### src/rtl/load_sequencer_if.sv
`default_nettype none
// ============================================================================
//  Module      : load_sequencer_if
//  Description : Request and memory-read signal bundle for load_sequencer.
//                The master drives load requests and returns read data; the
//                slave (the sequencer) issues reads and returns results.
//  Revision    : 1.0 - initial release
// ============================================================================
interface load_sequencer_if;

   // Load request side
   logic        start;
   logic [31:0] addr;
   logic [1:0]  ct;
   logic        sign_ext;

   // Memory read side
   logic [31:0] mem_addr;
   logic        mem_rd;
   logic [31:0] mem_rdata;

   // Status and result
   logic        busy;
   logic        done;
   logic [31:0] load_data;

   modport master (
      output start,
      output addr,
      output ct,
      output sign_ext,
      output mem_rdata,
      input  mem_addr,
      input  mem_rd,
      input  busy,
      input  done,
      input  load_data
   );

   modport slave (
      input  start,
      input  addr,
      input  ct,
      input  sign_ext,
      input  mem_rdata,
      output mem_addr,
      output mem_rd,
      output busy,
      output done,
      output load_data
   );

endinterface
`default_nettype wire

### src/rtl/load_sequencer.sv
`default_nettype none
// ============================================================================
//  Module      : load_sequencer
//  Description : Multicycle load path. Latches a load request, issues one
//                memory read, waits MEM_LATENCY cycles, then extracts the
//                word / halfword / byte from the low lanes of the returned
//                word with optional sign extension and pulses done.
//  Revision    : 1.0 - initial release
// ============================================================================
module load_sequencer #(
   parameter int MEM_LATENCY = 1
) (
   input  wire logic       clk,
   input  wire logic       reset,
   load_sequencer_if.slave bus
);

   // The latency counter is two bits wide, which covers the legal 1..4 range.
   if (MEM_LATENCY < 1 || MEM_LATENCY > 4) begin : g_bad_latency
      $error("load_sequencer: MEM_LATENCY must be in 1..4");
   end

   localparam logic [1:0] LAT_RELOAD = 2'(MEM_LATENCY - 1);

   typedef enum logic [1:0] {
      S_IDLE = 2'd0,
      S_READ = 2'd1,
      S_WAIT = 2'd2,
      S_DONE = 2'd3
   } state_t;

   state_t      state_q, state_d;
   logic [1:0]  cnt_q, cnt_d;
   logic [1:0]  ct_q, ct_d;
   logic        sign_ext_q, sign_ext_d;
   logic [31:0] mem_addr_q, mem_addr_d;
   logic        mem_rd_q, mem_rd_d;
   logic        busy_q, busy_d;
   logic        done_q, done_d;
   logic [31:0] load_data_q, load_data_d;

   // Low-lane extraction; ct=11 falls into the word case.
   function automatic logic [31:0] extract(
      input logic [1:0]  size,
      input logic        sx,
      input logic [31:0] word
   );
      logic [31:0] res;
      case (size)
         2'b01:   res = {{16{sx & word[15]}}, word[15:0]};
         2'b10:   res = {{24{sx & word[7]}},  word[7:0]};
         default: res = word;
      endcase
      return res;
   endfunction

   // Next-state and next-output computation; all outputs are registered so
   // each output reflects the state it belongs to in the same cycle.
   always_comb begin
      state_d     = state_q;
      cnt_d       = cnt_q;
      ct_d        = ct_q;
      sign_ext_d  = sign_ext_q;
      mem_addr_d  = mem_addr_q;
      mem_rd_d    = 1'b0;
      busy_d      = busy_q;
      done_d      = 1'b0;
      load_data_d = load_data_q;

      case (state_q)
         // DONE accepts like IDLE so back-to-back loads lose no cycle.
         S_IDLE, S_DONE: begin
            if (bus.start) begin
               state_d    = S_READ;
               mem_addr_d = bus.addr;
               ct_d       = bus.ct;
               sign_ext_d = bus.sign_ext;
               mem_rd_d   = 1'b1;
               busy_d     = 1'b1;
            end else begin
               state_d = S_IDLE;
               busy_d  = 1'b0;
            end
         end

         S_READ: begin
            state_d = S_WAIT;
            cnt_d   = LAT_RELOAD;
            busy_d  = 1'b1;
         end

         // Counter reads 0 in the cycle mem_rdata is valid.
         S_WAIT: begin
            if (cnt_q == 2'd0) begin
               state_d     = S_DONE;
               load_data_d = extract(ct_q, sign_ext_q, bus.mem_rdata);
               done_d      = 1'b1;
               busy_d      = 1'b0;
            end else begin
               cnt_d = cnt_q - 2'd1;
            end
         end

         default: begin
            state_d = S_IDLE;
            busy_d  = 1'b0;
         end
      endcase
   end

   // State and output registers; reset overrides any pending request.
   always_ff @(posedge clk) begin
      if (reset) begin
         state_q     <= S_IDLE;
         cnt_q       <= 2'd0;
         ct_q        <= 2'd0;
         sign_ext_q  <= 1'b0;
         mem_addr_q  <= 32'd0;
         mem_rd_q    <= 1'b0;
         busy_q      <= 1'b0;
         done_q      <= 1'b0;
         load_data_q <= 32'd0;
      end else begin
         state_q     <= state_d;
         cnt_q       <= cnt_d;
         ct_q        <= ct_d;
         sign_ext_q  <= sign_ext_d;
         mem_addr_q  <= mem_addr_d;
         mem_rd_q    <= mem_rd_d;
         busy_q      <= busy_d;
         done_q      <= done_d;
         load_data_q <= load_data_d;
      end
   end

   assign bus.mem_addr  = mem_addr_q;
   assign bus.mem_rd    = mem_rd_q;
   assign bus.busy      = busy_q;
   assign bus.done      = done_q;
   assign bus.load_data = load_data_q;

endmodule
`default_nettype wire

### src/flat_wrapper.sv
// flat-port wrapper written by rule: the top's interface ports become plain ports
module load_sequencer_flat 
#(
   parameter int MEM_LATENCY = 1
)
  (clk, reset, bus_start, bus_addr, bus_ct, bus_sign_ext, bus_mem_rdata, bus_mem_addr, bus_mem_rd, bus_busy, bus_done, bus_load_data);
  load_sequencer_if bus_i ();
  input  wire logic clk;
  input  wire logic reset;
  input wire logic [$bits(bus_i.start)-1:0] bus_start;
  input wire logic [$bits(bus_i.addr)-1:0] bus_addr;
  input wire logic [$bits(bus_i.ct)-1:0] bus_ct;
  input wire logic [$bits(bus_i.sign_ext)-1:0] bus_sign_ext;
  input wire logic [$bits(bus_i.mem_rdata)-1:0] bus_mem_rdata;
  output wire logic [$bits(bus_i.mem_addr)-1:0] bus_mem_addr;
  output wire logic [$bits(bus_i.mem_rd)-1:0] bus_mem_rd;
  output wire logic [$bits(bus_i.busy)-1:0] bus_busy;
  output wire logic [$bits(bus_i.done)-1:0] bus_done;
  output wire logic [$bits(bus_i.load_data)-1:0] bus_load_data;
  assign bus_i.start = bus_start;
  assign bus_i.addr = bus_addr;
  assign bus_i.ct = bus_ct;
  assign bus_i.sign_ext = bus_sign_ext;
  assign bus_i.mem_rdata = bus_mem_rdata;
  assign bus_mem_addr = bus_i.mem_addr;
  assign bus_mem_rd = bus_i.mem_rd;
  assign bus_busy = bus_i.busy;
  assign bus_done = bus_i.done;
  assign bus_load_data = bus_i.load_data;
  load_sequencer #(.MEM_LATENCY(MEM_LATENCY)) u_core (.clk(clk), .reset(reset), .bus(bus_i));
endmodule
### config.mk
export PLATFORM = sky130hd
export DESIGN_NAME = load_sequencer_flat
export DESIGN_NICKNAME = d
export VERILOG_FILES = /design/src/rtl/load_sequencer_if.sv /design/src/rtl/load_sequencer.sv /design/src/flat_wrapper.sv
export SDC_FILE = /design/constraint.sdc
export NUM_CORES = 1
export LEC_CHECK = 0
export ABC_AREA = 1
export CORE_ASPECT_RATIO = 1.25
export CORE_MARGIN = 3
export CORE_UTILIZATION = 38
export CTS_BUF_LIST = sky130_fd_sc_hd__clkbuf_2 sky130_fd_sc_hd__clkbuf_4 sky130_fd_sc_hd__clkbuf_8
export DETAILED_ROUTE_END_ITERATION = 10
export GPL_TIMING_DRIVEN = 1
export PLACE_DENSITY = 0.81
export SLEW_MARGIN = 15
export SYNTH_ARGS = -nofsm -noshare
export SYNTH_HDL_FRONTEND = slang
export SYNTH_SLANG_ARGS = --single-unit
### constraint.sdc
create_clock -name clk -period 1.35 [get_ports clk]
set_input_delay 0.405 -clock clk [delete_from_list [all_inputs] [get_ports clk]]
set_output_delay 0.405 -clock clk [all_outputs]
set_load 0.01 [all_outputs]
==> results by stage <==
Route:
- The final layout contains routed wiring with a total length of 8100 µm.
- The via density per instance is 4.74.
- The number of nets with antenna violations after routing is 0.
- Dividing the detail-routed wire length by the instance count gives 12.7 µm.
- The count of TritonRoute iterations in the first routing pass is 5.
- The detailed-route via count is 3,026.
- The number of design rule violations left after detail routing is 0.
- The first routing iteration left 75 violations.

Global route:
- After global routing the overflow that remains totals 0.
- The wire length of the first global-routing pass is 12,800 µm.
- The total global routing track utilization is 0.175.
- The via count of the first global-routing pass is 2,819.
- The pin count of the biggest net entering global routing is 45.
- The number of antenna violations at the first check in global routing came to 0.

Layout:
- Relative to the synthesized area, the layout overhead comes to 58.5%.
- The antenna diode count is 0.
- Once layout is complete, the cells apart from fillers number 639.
- The filler cells instantiated in the layout total 658.
- With fillers left out, the area of the finished cells amounts to 4660 µm².
- The number of nets in the final layout is 617.
- The share of final-layout standard cells stronger than drive strength 1 is 0.249.

Timing:
- The number of slew-limit violations in the final report is 0.
- Setup repair after global routing could not meet its margin everywhere.
- Setup violations remaining at the end of the flow were counted as 0.
- The post-route minimum period is 1.32 ns.
- The measured slew at the worst slew-check pin is 0.198 ns.
- The tightest hold path in the finished design has a slack of 0.471 ns.
- The count of endpoints failing hold in the final timing report is 0.
- On the final layout, the worst clock skew is 0.0103 ns.
- In the finished design, the share of the clock period the worst path needs comes to 0.975.
- The achievable clock frequency is 760 MHz.
- Measured against its own limit, the worst slew margin works out to 0.868.

Place:
- The placer congestion estimate is 0.770.
- The HPWL reported at the end of detailed placement is 5740 µm.
- The standard cell area after detailed placement is 4450 µm².
- The count of input and output buffers is 136.
- Once placement completed, the tool counted placed cells totaling 621.

Floorplanning:
- The core area is 7440 µm².
- The floorplan step set the die height to 104 µm.
- The die extent in x is 84.6 µm.
- The initial utilization of the core area, before any placement, comes to 0.395.
- The die area is 8830 µm².
- The number of rows in the core area is 35.
- The number of top-level pins is 137.

Yosys:
- The commonest cells after synthesis are 134 x nor2_1, 74 x dfxtp_1, 58 x nand2_1.
- The synthesized area is 2940 µm².
- For this run, the number of Yosys warnings is 0.
- The number of enable flip-flop cells after synthesis is 0.
- The dominant register cell in the synthesized netlist is dfxtp_1.
- By instance count, the leading cell after synthesis is nor2_1.
- The post-synthesis average cell area is 7.31 µm².
- The biggest area contributor in the post-synthesis netlist is dfxtp_1.
- Sorting the synthesized cells by area gives the leading types as dfxtp_1 50%, nor2_1 17%, o21ai_0 9.5%, nand2_1 7.4%, inv_1 2.7%.
- The fraction of synthesized cell area taken by the top area cell type is 0.504.
- Synthesis handed over a netlist of 402 instances.
- The number of storage elements in the synthesis netlist is 74.
- The net count after synthesis is 477.
- Counting flops with an async set or reset pin after synthesis yields a share of 0.
- The number of distinct library cells after synthesis is 19.
- For this run, the register share of the synthesized area comes to 0.504.

Run status:
- The flow ran to the end, and the final reports show no timing, DRC or antenna violations.

Clocking:
- The number of H-tree branching levels is 3.
- The total of hold buffers inserted after clock tree synthesis is 0.
- The TritonCTS clock tree is built.
- The post-CTS setup-driven buffer insertion count is 0.
- For the worst-skew pair, the clock arrives at the later sink with an insertion delay of 0.34 ns.
- The buffer levels on the longest clock path is 2.
- After clock tree synthesis, the clock-pin slew on the worst setup and hold paths is 0.08 ns.
- The count of clock tree sinks is 74.
- In this run, CTS created clock tree buffers numbering 9.
- The tree is rooted in a clkbuf_8.

Setup path:
- The total buffers and inverters traversed by the critical path is 1.
- Of all nets on the critical path, the largest fanout is 2.
- The standard cell with the maximum stage delay on the critical path is dfxtp_1.
- Data arrives at the worst endpoint at 0.91 ns.
- In this design, the stage delay of the slowest critical-path cell is 0.34 ns.
- The signal on the critical path passes through clkdlybuf4s15_2.
- STA classifies the critical path endpoint as a primary output.
- The category of the critical setup timing path is reg -> out.
- The worst setup path is launched from a flop.
- On the critical path the largest part of the delay comes from flip-flops.
- The worst endpoint required time is 0.95 ns.

Hold path:
- The path class of the lowest-slack min-delay path is reg -> reg.

Power and ir drop:
- IR analysis of the VDD net gives a maximum drop of 0.998 mV.
- Internal power comes to 4790 µW.
- In this run the power density over the cells is 1470 nW/µm².
- The reported net switching power is 2060 µW.
- The switching part of the total is 0.301.
- Of the total power, the clock network draws 0.303.
- The logic gate share of total power is 0.298.
- The share of total power dissipated in sequential elements is 0.399.
- The post-layout total power is 6850 µW.
- The analysis attributes to cell leakage a power of 0.00205 µW.

Flow run:
- Across the run, the number of max-cap violations was 0.
==> metrics by stage <==
step | setup TNS, ns | utilization | setup WS, ns
4_1_cts | -0.000773 | 0.638 | -0.000773
3_5_place_dp | -12.45 | 0.597 | -0.251
3_3_place_gp | -10.75 | 0.597 | -0.187
5_1_grt | -0.0184 | 0.625 | -0.00895
6_report | 0 | 0.625 | 0.0343
2_1_floorplan | 0 | - | 0.00342
==> worst reg2reg max path: cells and delay by family (launching register included) <==
family	cells	cell delay, ns
AO/OA/AOI/OAI	1	0.07
adder cells (fa/ha/maj)	1	0.24
buffers and inverters	3	0.30
flip-flops	1	0.34
AND/OR/NAND/NOR	2	0.22
==> cells in the final DEF, fill, tap and decap left out, types with 3 or more instances in the layout <==
cell	n
o21ai_0	51
inv_1	20
a21oi_1	8
dfxtp_2	24
o21ai_1	10
buf_12	5
ha_1	3
nand2_2	4
nand3_1	10
clkbuf_8	9
nor2_1	134
buf_4	8
bufinv_16	3
clkdlybuf4s15_2	25
clkbuf_2	38
dfxtp_1	50
clkdlybuf4s50_1	69
nand2_1	54
==> metal layers <==
metal / track usage / wire length, µm / up-vias
li1: - / - / 1541
met1: 0.202 / 3240 / 1384
met2: 0.303 / 4250 / 99
met3: 0.0642 / 595 / 2
met4: 0.0441 / 8 / 0
met5: 0 / 0 / -
==> what timing repair did <==
item | CTS | global route
endpoints found under the hold margin | 0 | 0
pin swaps | 1 | 0
cloned | 0 | 2
gates resized for setup | 168 | 74
setup endpoints to repair | 102 | 96
==> power groups by stage <==
stage | combinational, µW | sequential (µW) | clock [µW]
6_report | 2040 | 2730 | 2080
5_1_grt | 2280 | 2780 | 2210
4_1_cts | 2070 | 2710 | 2120
3_5_place_dp | 2170 | 2750 | 0
3_3_place_gp | 2120 | 2740 | 0
2_1_floorplan | 939 | 2890 | 0
==> final timing paths <==
| check | startpoint | end | slack (ns) | cells past startpoint |
|---|---|---|---|---|
| min | u_core.cnt_q[0] | u_core.cnt_q[0] | 0.47 | 2 |
| max reg2reg | u_core.state_q[0] | u_core.state_q[0] | 0.05 | 7 |
| max | u_core.bus.mem_addr[2] | bus_mem_addr[2] | 0.03 | 1 |
| min reg2reg | u_core.cnt_q[0] | u_core.cnt_q[0] | 0.47 | 2 |
==> flip-flops by register name, indices dropped and copies added, names as in the netlist <==
register and flops:
u_core.bus.load_data 32, u_core.bus.mem_addr 32, u_core.cnt_q 2, u_core.ct_q 2, u_core.state_q 2, u_core.bus.busy 1
u_core.bus.done 1, u_core.bus.mem_rd 1, u_core.sign_ext_q 1
==> area by class of cell <==
class,instances,area (µm²),area share
Sequential cell,74,1510,0.325
Timing Repair Buffer,153,1430,0.306
Multi-Input combinational cell,280,1260,0.270
Clock buffer,10,131,0.0282
Clock inverter,6,115,0.0247
Tap cell,92,115,0.0247
Inverter,24,98.8,0.0212
==> kinds of logic after synthesis <==
group                      share of synthesized area
and+or+nand+nor                                0.266
DFF                                            0.504
AOI/OAI and AO/OA                              0.126
buffers and inverters                         0.0818
adders and majority gates                     0.0213
Note: power is estimated with default switching activity, not from simulation.
